===== config.mk =====
export PLATFORM = sky130hd
export DESIGN_NAME = emif_bus_io
export DESIGN_NICKNAME = d
export VERILOG_FILES = /design/src/rtl/emif_bus_io.sv
export SDC_FILE = /design/constraint.sdc
export NUM_CORES = 1
export LEC_CHECK = 0
export CORE_UTILIZATION = 40
export CTS_CLUSTER_DIAMETER = 30
export CTS_CLUSTER_SIZE = 14
export DETAILED_ROUTE_END_ITERATION = 10
export PLACE_DENSITY = 0.76
export SYNTH_ARGS = -nofsm -noshare
export SYNTH_HDL_FRONTEND = slang
export SYNTH_SLANG_ARGS = --single-unit
export TNS_END_PERCENT = 1

===== constraint.sdc =====
create_clock -name clk_400M -period 2.32 [get_ports clk_400M]
set_clock_uncertainty 0.15 [all_clocks]
set_input_delay 0.464 -clock clk_400M [delete_from_list [all_inputs] [get_ports clk_400M]]
set_output_delay 0.464 -clock clk_400M [all_outputs]
set_load 0.1 [all_outputs]

===== src/rtl/emif_bus_io.sv =====
// EMIF data-bus I/O controller: CAS-latency burst read-out with hold/turnaround guard,
// MCU write capture and sticky collision flag. Define EMIF_BUS_IO_BYTE_MASK_EN for dqm byte masking.
module emif_bus_io #(
    parameter int DATA_W    = 16,
    parameter int CAS_LAT   = 2,
    parameter int DRV_CYC   = 4,
    parameter int BURST_MAX = 8,
    parameter int TURN_CYC  = 2
) (
    input  logic                clk_400M,
    input  logic                rst_n,
    input  logic                rd_req,
    input  logic [3:0]          burst_len,
    input  logic [DATA_W-1:0]   rd_data,
    output logic                rd_pop,
    input  logic                abort,
    input  logic [DATA_W-1:0]   bus_in,
    output logic [DATA_W-1:0]   bus_out,
    output logic                bus_oe,
    input  logic                wr_strobe,
    input  logic [DATA_W/8-1:0] dqm,
    output logic [DATA_W-1:0]   cap_data,
    output logic                cap_valid,
    output logic                busy,
    output logic                err_collision,
    input  logic                err_clr
);
    localparam int CMAX = (CAS_LAT > DRV_CYC) ? ((CAS_LAT > TURN_CYC) ? CAS_LAT : TURN_CYC)
                                              : ((DRV_CYC > TURN_CYC) ? DRV_CYC : TURN_CYC);
    localparam int CNT_W  = $clog2(CMAX + 1);
    localparam int BEAT_W = $clog2(BURST_MAX + 1);
    localparam int unsigned NBYTES = DATA_W / 8;
    localparam logic [CNT_W-1:0] LAT_LAST  = CNT_W'(CAS_LAT - 1);
    localparam logic [CNT_W-1:0] DRV_LAST  = CNT_W'(DRV_CYC - 1);
    localparam logic [CNT_W-1:0] TURN_LAST = CNT_W'(TURN_CYC - 1);

    typedef enum logic [2:0] {IDLE, LAT, DRIVE, HOLD, TURN} state_t;

    state_t              state_q, state_d;
    logic [CNT_W-1:0]    cnt_q, cnt_d;
    logic [BEAT_W-1:0]   beat_q, beat_d;
    logic [3:0]          len_eff;
    logic                load;
    logic                rd_pop_q, rd_pop_d;
    logic [DATA_W-1:0]   bus_out_q, bus_out_d;
    logic                bus_oe_q, bus_oe_d;
    logic [DATA_W-1:0]   cap_data_q, cap_data_d;
    logic                cap_valid_q, cap_valid_d;
    logic                busy_q, busy_d;
    logic                err_q, err_d;

    always_comb begin
        len_eff = burst_len;
        if (burst_len == 4'd0)
            len_eff = 4'd1;
        else if (int'(burst_len) > BURST_MAX)
            len_eff = 4'(BURST_MAX);
    end

    // beat_q holds the beats still to come after the current one
    always_comb begin
        state_d = state_q;
        cnt_d   = cnt_q;
        beat_d  = beat_q;
        load    = 1'b0;
        unique case (state_q)
            IDLE: begin
                if (rd_req) begin
                    state_d = LAT;
                    cnt_d   = '0;
                    beat_d  = BEAT_W'(len_eff - 4'd1);
                end
            end
            LAT: begin
                if (abort) begin
                    state_d = TURN;
                    cnt_d   = '0;
                    beat_d  = '0;
                end else if (cnt_q == LAT_LAST) begin
                    state_d = DRIVE;
                    cnt_d   = '0;
                    load    = 1'b1;
                end else begin
                    cnt_d = cnt_q + 1'b1;
                end
            end
            DRIVE: begin
                if (abort) begin
                    state_d = TURN;
                    cnt_d   = '0;
                    beat_d  = '0;
                end else if (cnt_q == DRV_LAST) begin
                    cnt_d = '0;
                    if (beat_q != '0) begin
                        beat_d = beat_q - 1'b1;
                        load   = 1'b1;
                    end else begin
                        state_d = HOLD;
                    end
                end else begin
                    cnt_d = cnt_q + 1'b1;
                end
            end
            HOLD: begin
                state_d = TURN;
                cnt_d   = '0;
                beat_d  = '0;
            end
            TURN: begin
                if (cnt_q == TURN_LAST) begin
                    state_d = IDLE;
                    cnt_d   = '0;
                end else begin
                    cnt_d = cnt_q + 1'b1;
                end
            end
            default: begin
                state_d = IDLE;
                cnt_d   = '0;
                beat_d  = '0;
            end
        endcase
    end

    // Registered outputs are derived from the next state so they line up with it
    always_comb begin
        rd_pop_d    = ((state_d == LAT) && (cnt_d == LAT_LAST)) ||
                      ((state_d == DRIVE) && (cnt_d == DRV_LAST) && (beat_d != '0));
        bus_oe_d    = (state_d == DRIVE) || (state_d == HOLD);
        bus_out_d   = load ? rd_data : bus_out_q;
        busy_d      = (state_d != IDLE);
        cap_data_d  = cap_data_q;
        cap_valid_d = 1'b0;
        err_d       = err_q;
        if ((state_q == IDLE) && !bus_oe_q && wr_strobe) begin
            cap_valid_d = 1'b1;
`ifdef EMIF_BUS_IO_BYTE_MASK_EN
            for (int unsigned i = 0; i < NBYTES; i++)
                if (!dqm[i])
                    cap_data_d[i*8 +: 8] = bus_in[i*8 +: 8];
`else
            cap_data_d = bus_in;
`endif
        end
        if ((state_q != IDLE) && wr_strobe)
            err_d = 1'b1;
        else if (err_clr)
            err_d = 1'b0;
    end

`ifndef EMIF_BUS_IO_BYTE_MASK_EN
    logic dqm_unused;
    assign dqm_unused = ^dqm;
`endif

    always_ff @(posedge clk_400M or negedge rst_n) begin
        if (!rst_n) begin
            state_q     <= IDLE;
            cnt_q       <= '0;
            beat_q      <= '0;
            rd_pop_q    <= 1'b0;
            bus_out_q   <= '0;
            bus_oe_q    <= 1'b0;
            cap_data_q  <= '0;
            cap_valid_q <= 1'b0;
            busy_q      <= 1'b0;
            err_q       <= 1'b0;
        end else begin
            state_q     <= state_d;
            cnt_q       <= cnt_d;
            beat_q      <= beat_d;
            rd_pop_q    <= rd_pop_d;
            bus_out_q   <= bus_out_d;
            bus_oe_q    <= bus_oe_d;
            cap_data_q  <= cap_data_d;
            cap_valid_q <= cap_valid_d;
            busy_q      <= busy_d;
            err_q       <= err_d;
        end
    end

    assign rd_pop        = rd_pop_q;
    assign bus_out       = bus_out_q;
    assign bus_oe        = bus_oe_q;
    assign cap_data      = cap_data_q;
    assign cap_valid     = cap_valid_q;
    assign busy          = busy_q;
    assign err_collision = err_q;

endmodule

After elaboration in Yosys (flattened, before gate mapping)
Index checks and enable logic that the tools add are counted.
Storage, ports and cells
  register bits: 47
  word-level logic and storage cells: 72
  output and inout bits: 37
Cells by class
  equality and inequality tests: 11
  add/subtract/negate cells: 3
  mux-type cells: 31
  reduce and logical (&&, ||, !) cells: 16
  $lt $le $gt $ge: 1
Operator list (number)
  3-bit two-way mux: 12
  4-bit two-way mux: 7
  3-bit by 2-bit == test with 1-bit output (second input constant): 6
  4-bit case mux with 4 select lines: 1
  3-bit case mux with 5 select lines: 1
  3-bit by 1-bit == test with 1-bit output (second input constant): 4
  3-bit case mux with 4 select lines: 1
  1-bit two-way mux: 8
  4-bit nonzero test: 2
  4-bit by 1-bit subtractor with 4-bit output (second input constant): 2
  1-bit logical AND: 6
  3-bit nonzero test: 2
  4-bit > comparator (second input constant): 1
  4-bit zero test: 1
  3-bit by 1-bit adder with 3-bit output (second input constant): 1
  3-bit == test (second input constant): 1
  3-bit zero test: 1
  1-bit logical OR: 2
  1-bit case mux with 2 select lines: 1
  2-bit nonzero test: 1
  1-bit zero test: 1

Depth between registers and ports, before layout
Gate-level depths: netlist of the first run.
  depth after elaboration: 9
  depth in mapped cells: 9
  depth with buffers taken out: 8

Worst setup path before layout of the first run
Ideal clock, no wire load.
  kind: register to register
  from: register beat_q[0]
  to: register bus_out_q[0], in the netlist bus_out[0]
  period minus slack after synthesis: 2.217 ns
  setup slack: 0.103 ns
  stages on the path, launching flop included: 10
  data arrival time: 1.942 ns
  buffers on the path: 2
  path through: dfrtp_1 -> inv_1 -> ha_1 -> or3b_2 -> nand2_1 -> nor2_1 -> o21a_1 -> buf_2 -> buf_4 -> mux2_2
On the way
  word-level cells in the longest chain between the ends: 5
Ends and longest elaborated chain
  from (decl): line 41  | logic [BEAT_W-1:0] beat_q, beat_d;
  from (signal assigned): line 171  | beat_q <= beat_d;
  4-bit nonzero test: line 94  | if (beat_q != '0) begin
  1-bit two-way mux: line 94
  1-bit two-way mux: line 92  | end else if (cnt_q == DRV_LAST) begin
  1-bit two-way mux: line 88  | if (abort) begin
  1-bit case mux with 2 select lines: line 66  | unique case (state_q)
  to (signal assigned): line 173  | bus_out_q <= bus_out_d;
  to (decl): line 45  | logic [DATA_W-1:0] bus_out_q, bus_out_d;
No other way between the ends.
A chain may end at the register's enable or synchronous reset.

Worst setup path in the final report of the first run
  from: register cnt_q[0]
  to: register rd_pop_q, in the netlist rd_pop
On the way
  word-level cells in the longest chain between the ends: 8
Ends and longest elaborated chain
  from (decl): line 40  | logic [CNT_W-1:0] cnt_q, cnt_d;
  from (signal assigned): line 170  | cnt_q <= cnt_d;
  3-bit by 1-bit adder with 3-bit output (tied with other cells): line 84, 101, 114
  3-bit two-way mux, on equally long branches: line 92, 79, 110
  3-bit two-way mux, on equally long branches: line 88, 75
  3-bit case mux with 4 select lines *: line 66
  net cnt_d[2]: line 40
  3-bit by 2-bit == test with 1-bit output: line 128  | ((state_d == DRIVE) && (cnt_d == DRV_LAST) && (beat_d != '0));
  1-bit logical AND (2 in series): line 128
  1-bit logical OR *: line 127  | rd_pop_d = ((state_d == LAT) && (cnt_d == LAT_LAST)) ||
  net rd_pop_d: line 44  | logic rd_pop_q, rd_pop_d;
  to (signal assigned): line 172  | rd_pop_q <= rd_pop_d;
  to (decl): line 44
The timed path passes the listed nets; every way through them passes the cells marked *.

==> results.cfg, run 1 <==
[finish]
drive_gt1_share_pct = 35.0
fin_nets = 361
diodes = 0
final_cell_count_no_fill = 381
post-route-util_pct = 64.1
final_common_cell = buf_4
final_cell_mix = buf_4, nand2_1, dfrtp_1
area_growth_pct = 51.6

[route]
firstDrtPassIters = 4
drc = 0
finalWirelength_mm = 5.11
drt-initial-drc-count = 115
antenna_left = 0
wl_per_cell_um = 13.4
num_vias = 1863
viasPerCell = 4.89

[sta]
hold_violations = 0
max_freq_ghz = 0.446
finalSetupViolCount = 0
period_minus_slack_ns = 2.24
slew_headroom_pct = 56.9
hold-worst-slack_ns = 0.331
tightestPinTransition_ns = 0.640
maxSlewViolCount = 0
tns_ns = 0
fin_crit_sh_pct = 96.7
rsz0062_at_grt = true

[global_route]
grt_pass1_vias = 1817
overflow = 0
grt_usage_pct = 18.0
antenna_found_initial = 0
grt_pass1_wl_mm = 8.47
grt_max_degree = 21

[critical_path]
r2r_setup_slack_ns = 0.08
setup.worst_path.start_class = flip-flop
crit_path_end_kind = flip-flop
reg2regPathDepth = 8
rr_startpoint = cnt_q[0]
critical-path-slowest-cell = or4b_4
required_ns = 2.39
max_stage_delay_ns = 0.49
critical_path.top_delay_family = simple AND/OR/NAND/NOR gates
crit_fanout = 3
path_common_cell = ha_4
reg2reg_to = rd_pop
crit_buf_inv = 1
cp.arrival_ns = 2.32
crit_type = reg -> reg
crit_chain = ha_4, inv_2, ha_4, a32oi_2, o41ai_2, nor4_2, or4b_4, o21ai_2

[min_path]
worstHoldStart = cap_data[0]
hp-class = reg -> reg
holdPathStages = 2
hold_end = cap_data[0]

[yosys]
synth_edf_count = 0
netlist_instances = 209
ys.warnings.count = 0
synth_ff_type = dfrtp_1
synth_area_per_cell_um2 = 10.5
yosysSeqAreaShare_pct = 53.8
synth_nets = 260
ys_ff_latch = 47
ys_types = 45
synthArstFlopShare_pct = 100
synth_area_um2 = 2190

[place]
hpwl_mm = 3.68
port-buffer-count = 78
gp_congestion = 0.820
dp.cells = 367

[cts]
clock-root-buffer = clkbuf_8
insertion_delay_ns = 0.29
clock_sinks = 47
htreeDepth = 2
path_clk_slew_ns = 0.08
clock_path_buffers = 2
numCtsBuffers = 5
cts_tree = built

[die]
io_pins = 81
die_x_um = 75.9
fp-row-count = 26
die_h_um = 75.9
initial_utilization_pct = 42.3
core_um2 = 5170
die_area_um2 = 5770

[status]
status = completed

[flow_run]
drv_cap = 0
through the flow:
stage	cell area, um^2	setup WS [ns]
detailed placement	3060	-0.257
CTS	3190	0.0454
global placement	3060	-0.213
floorplan	2190	0.103
finish	3320	0.0765
global route	3320	-0.0284
logic make-up after synthesis:
logic type / Yosys count / share of synthesized area (%)
buf+inv: 18 / 4.35
xor+xnor: 1 / 0.401
compound gates: 26 / 8.58
flops: 47 / 53.8
mux: 17 / 8.70
fa+ha+maj: 8 / 4.46
simple gates: 92 / 19.7
area by class of cell:
type,count,area (um^2)
multi-input combinational,144,1000
inverter,9,33.8
clock buffer,5,68.8
tap,70,87.6
timing repair buffer,103,901
fill,410,1860
sequential,47,1180
clock inverter,3,43.8
cells in the mapped netlist, drive strengths merged, types with 2 or more instances:
cell	count	share of area, %
nand2	56	9.6
dfrtp	47	54
mux2	16	8.2
nor2	12	2.4
inv	9	1.5
buf	8	2.6
ha	7	4.0
o21ai	7	1.6
nand2b	5	1.4
a21oi	4	0.92
nor4	4	1.1
nor2b	3	0.86
o21a	3	1.0
or3	2	0.57
or3b	2	0.80
or4b	2	1.1
metal layers:
layer  share of wire [%]  track usage (%)
met1                  44             23.5
met2                  49             30.4
met3                 6.3             3.49
met4                0.74             5.19
met5                   0                0
worst reg2reg max path, cell delays in order (launching register included):
cell and delay [ns]:
dfrtp_1 0.42, ha_4 0.16, inv_2 0.04, ha_4 0.14
a32oi_2 0.19, o41ai_2 0.13, nor4_2 0.31, or4b_4 0.49
o21ai_2 0.13
timing repair:
| action | 4_1_cts | 5_1_grt |
|---|---|---|
| resized for setup | 0 | 21 |
| endpoints found under the setup margin | 0 | 1 |
| hold buffers | 1 | 0 |
| hold endpoints to repair | 10 | 0 |
| setup buffers | 0 | 5 |
how the worst max path moves through the flow:
stage,to,slack [ns],startpoint,depth (start not counted)
global placement,rd_pop,-0.21,abort,7
floorplan,bus_out[0],0.10,beat_q[0],9
finish,rd_pop,0.08,cnt_q[0],8
CTS,rd_pop,0.05,abort,7
global route,rd_pop,-0.03,cnt_q[1],8
detailed placement,rd_pop,-0.26,abort,7
state kept, by name, summed over array words and instances (netlist names):
| name | count |
|---|---|
| cnt_q | 3 |
| err_collision | 1 |
| state_q | 3 |
| bus_oe | 1 |
| bus_out | 16 |
| beat_q | 4 |
| cap_valid | 1 |
| busy | 1 |
| rd_pop | 1 |
| cap_data | 16 |
Power of run 1 is left out: the tool's default activity adds up to more than one toggle a clock period on the data nets, which glitch-free logic cannot reach.
==> run 2, diff against run 1 <==
Settings changed: CTS_CLUSTER_DIAMETER 30 to not set, REMOVE_ABC_BUFFERS set to 1.
==> run 2 against run 1 <==
Effect of this change:
- via count is 0.21% lower
- largest cell class unchanged
- hold slack worse by 0.23 ns
- critical path depth down 1
- final cell count decreased by 0.79%
- design area is 1.8% lower
- critical path type unchanged
- die area is the same
- non-clock buffer count is 3 lower
- count of clock-buffer cells in the layout grew 1
- critical endpoint unchanged
- register-to-register slack got worse by 0.07 ns
- setup slack got worse by 0.075 ns
- wire length decreased by 2.7%
==> results.cfg, run 2 (synthesis results as in run 1) <==
[status]
status = completed

[die]
fp-row-count = 26
die_h_um = 75.9
io_pins = 81
core_um2 = 5170
initial_utilization_pct = 42.3
die_area_um2 = 5770
die_x_um = 75.9

[cts]
clock-root-buffer = clkbuf_8
clock_path_buffers = 2
htreeDepth = 2
clock_sinks = 47
hold_buffers = 0
numCtsBuffers = 5
cts_tree = built
path_clk_slew_ns = 0.08
insertion_delay_ns = 0.29

[flow_run]
drv_cap = 0

[sta]
hold-worst-slack_ns = 0.0973
tightestPinTransition_ns = 0.587
max_freq_ghz = 0.431
finalSetupViolCount = 0
hold_violations = 0
period_minus_slack_ns = 2.32
slew_headroom_pct = 60.5
maxSlewViolCount = 0
rsz0062_at_grt = true
fin_crit_sh_pct = 99.9

[critical_path]
crit_chain = ha_2, buf_4, ha_2, o41ai_2, nor4_2, or4b_1, o21ai_1
critical-path-slowest-cell = or4b_1
cp.arrival_ns = 2.39
reg2reg_to = rd_pop
rr_startpoint = cnt_q[1]
r2r_setup_slack_ns = 0.002
required_ns = 2.39
reg2regPathDepth = 7
crit_path_end_kind = flip-flop
max_stage_delay_ns = 0.46
crit_fanout = 4
setup.worst_path.start_class = flip-flop
path_common_cell = ha_2
crit_type = reg -> reg

[finish]
n_fill_cell = 406
final_cell_mix = buf_4, nand2_1, dfrtp_1
final_common_cell = buf_4
fin_nets = 358
area_growth_pct = 48.9
regArea_um2 = 1180
drive_gt1_share_pct = 31.8
multiInputGateArea_um2 = 962
diodes = 0

[route]
firstDrtPassIters = 4
viasPerCell = 4.92
num_vias = 1859
finalWirelength_mm = 4.97
wl_met1_mm = 2.33
top_layer = met4
wl_met3_um = 335
drc = 0
drt-initial-drc-count = 73
antenna_left = 0
dr_wl_met2_mm = 2.25
wl_per_cell_um = 13.1

[global_route]
grt_usage_pct = 18.0
grt_pass1_vias = 1801
grt_pass1_wl_mm = 8.40
antenna_found_initial = 0
overflow = 0
grt_max_degree = 48

[place]
hpwl_mm = 3.62
port-buffer-count = 78
gp_congestion = 0.818

[min_path]
hp-class = in -> async
run 2: cell count changes in the layout (fill, tap and decap cells not counted), sizes merged:
| cell | delta |
|---|---|
| clkbuf | +1 |
| buf | -2 |
| clkinv | -2 |
| bufinv | +1 |
| dlygate4sd3 | -1 |
run 2: layer usage:
layer,vias up,GRT usage (%)
li1,902,-
met4,0,5.00
met5,-,0
met1,882,25.4
met3,6,3.61
met2,69,28.1
run 2: worst max path at each step:
| stage | from | endpoint | slack, ns | cells after the start |
|---|---|---|---|---|
| after floorplan | beat_q[0] | bus_out[0] | 0.16 | 7 |
| after global placement | abort | rd_pop | -0.21 | 7 |
| after detailed placement | abort | rd_pop | -0.23 | 7 |
| after CTS | beat_q[0] | bus_out[12] | 0.07 | 8 |
| after global routing | cnt_q[1] | rd_pop | -0.05 | 8 |
| final | cnt_q[1] | rd_pop | 0.002 | 7 |
run 2: repair_timing:
action / 4_1_cts / 5_1_grt
hold endpoints to repair: 0 / 0
setup endpoints to repair: 0 / 2
gates resized for setup: 0 / 11
buffers inserted: 0 / 4
run 2: through the flow:
stage	TNS, ns	cell area, um^2	std cells	setup slack [ns]	utilization [%]
floorplan	0	2130	200	0.164	-
global placement	-0.281	3040	366	-0.211	58.9
detailed placement	-0.343	3040	366	-0.226	58.9
CTS	0	3180	374	0.0716	61.4
global route	-0.0548	3260	378	-0.0548	62.9
finish	0	3260	378	0.00152	62.9
run 2: final cells by class:
| type | count | share of cell area [%] |
|---|---|---|
| Sequential cell | 47 | 36.1 |
| Multi-Input combinational cell | 144 | 29.6 |
| Timing Repair Buffer | 100 | 26.5 |
| Tap cell | 70 | 2.69 |
| Clock buffer | 6 | 2.23 |
| Clock inverter | 2 | 1.84 |
| Inverter | 9 | 1.04 |
run 2: critical path: cells and delay by family (launching register included):
| kind | cells | cell delay, ns |
|---|---|---|
| and+or+nand+nor | 2 | 0.78 |
| adders and majority gates | 2 | 0.53 |
| buffers and inverters | 1 | 0.13 |
| AOI/OAI and AO/OA | 2 | 0.23 |
| DFF | 1 | 0.43 |
Power of run 2 is left out for the same reason.
==> run 3, diff against run 2 <==
Settings changed: HOLD_SLACK_MARGIN set to 0.02.
==> results of run 3 <==
No change in the layout: final DEF, timing and power equal those of run 2.
Power of run 3 is left out for the same reason.
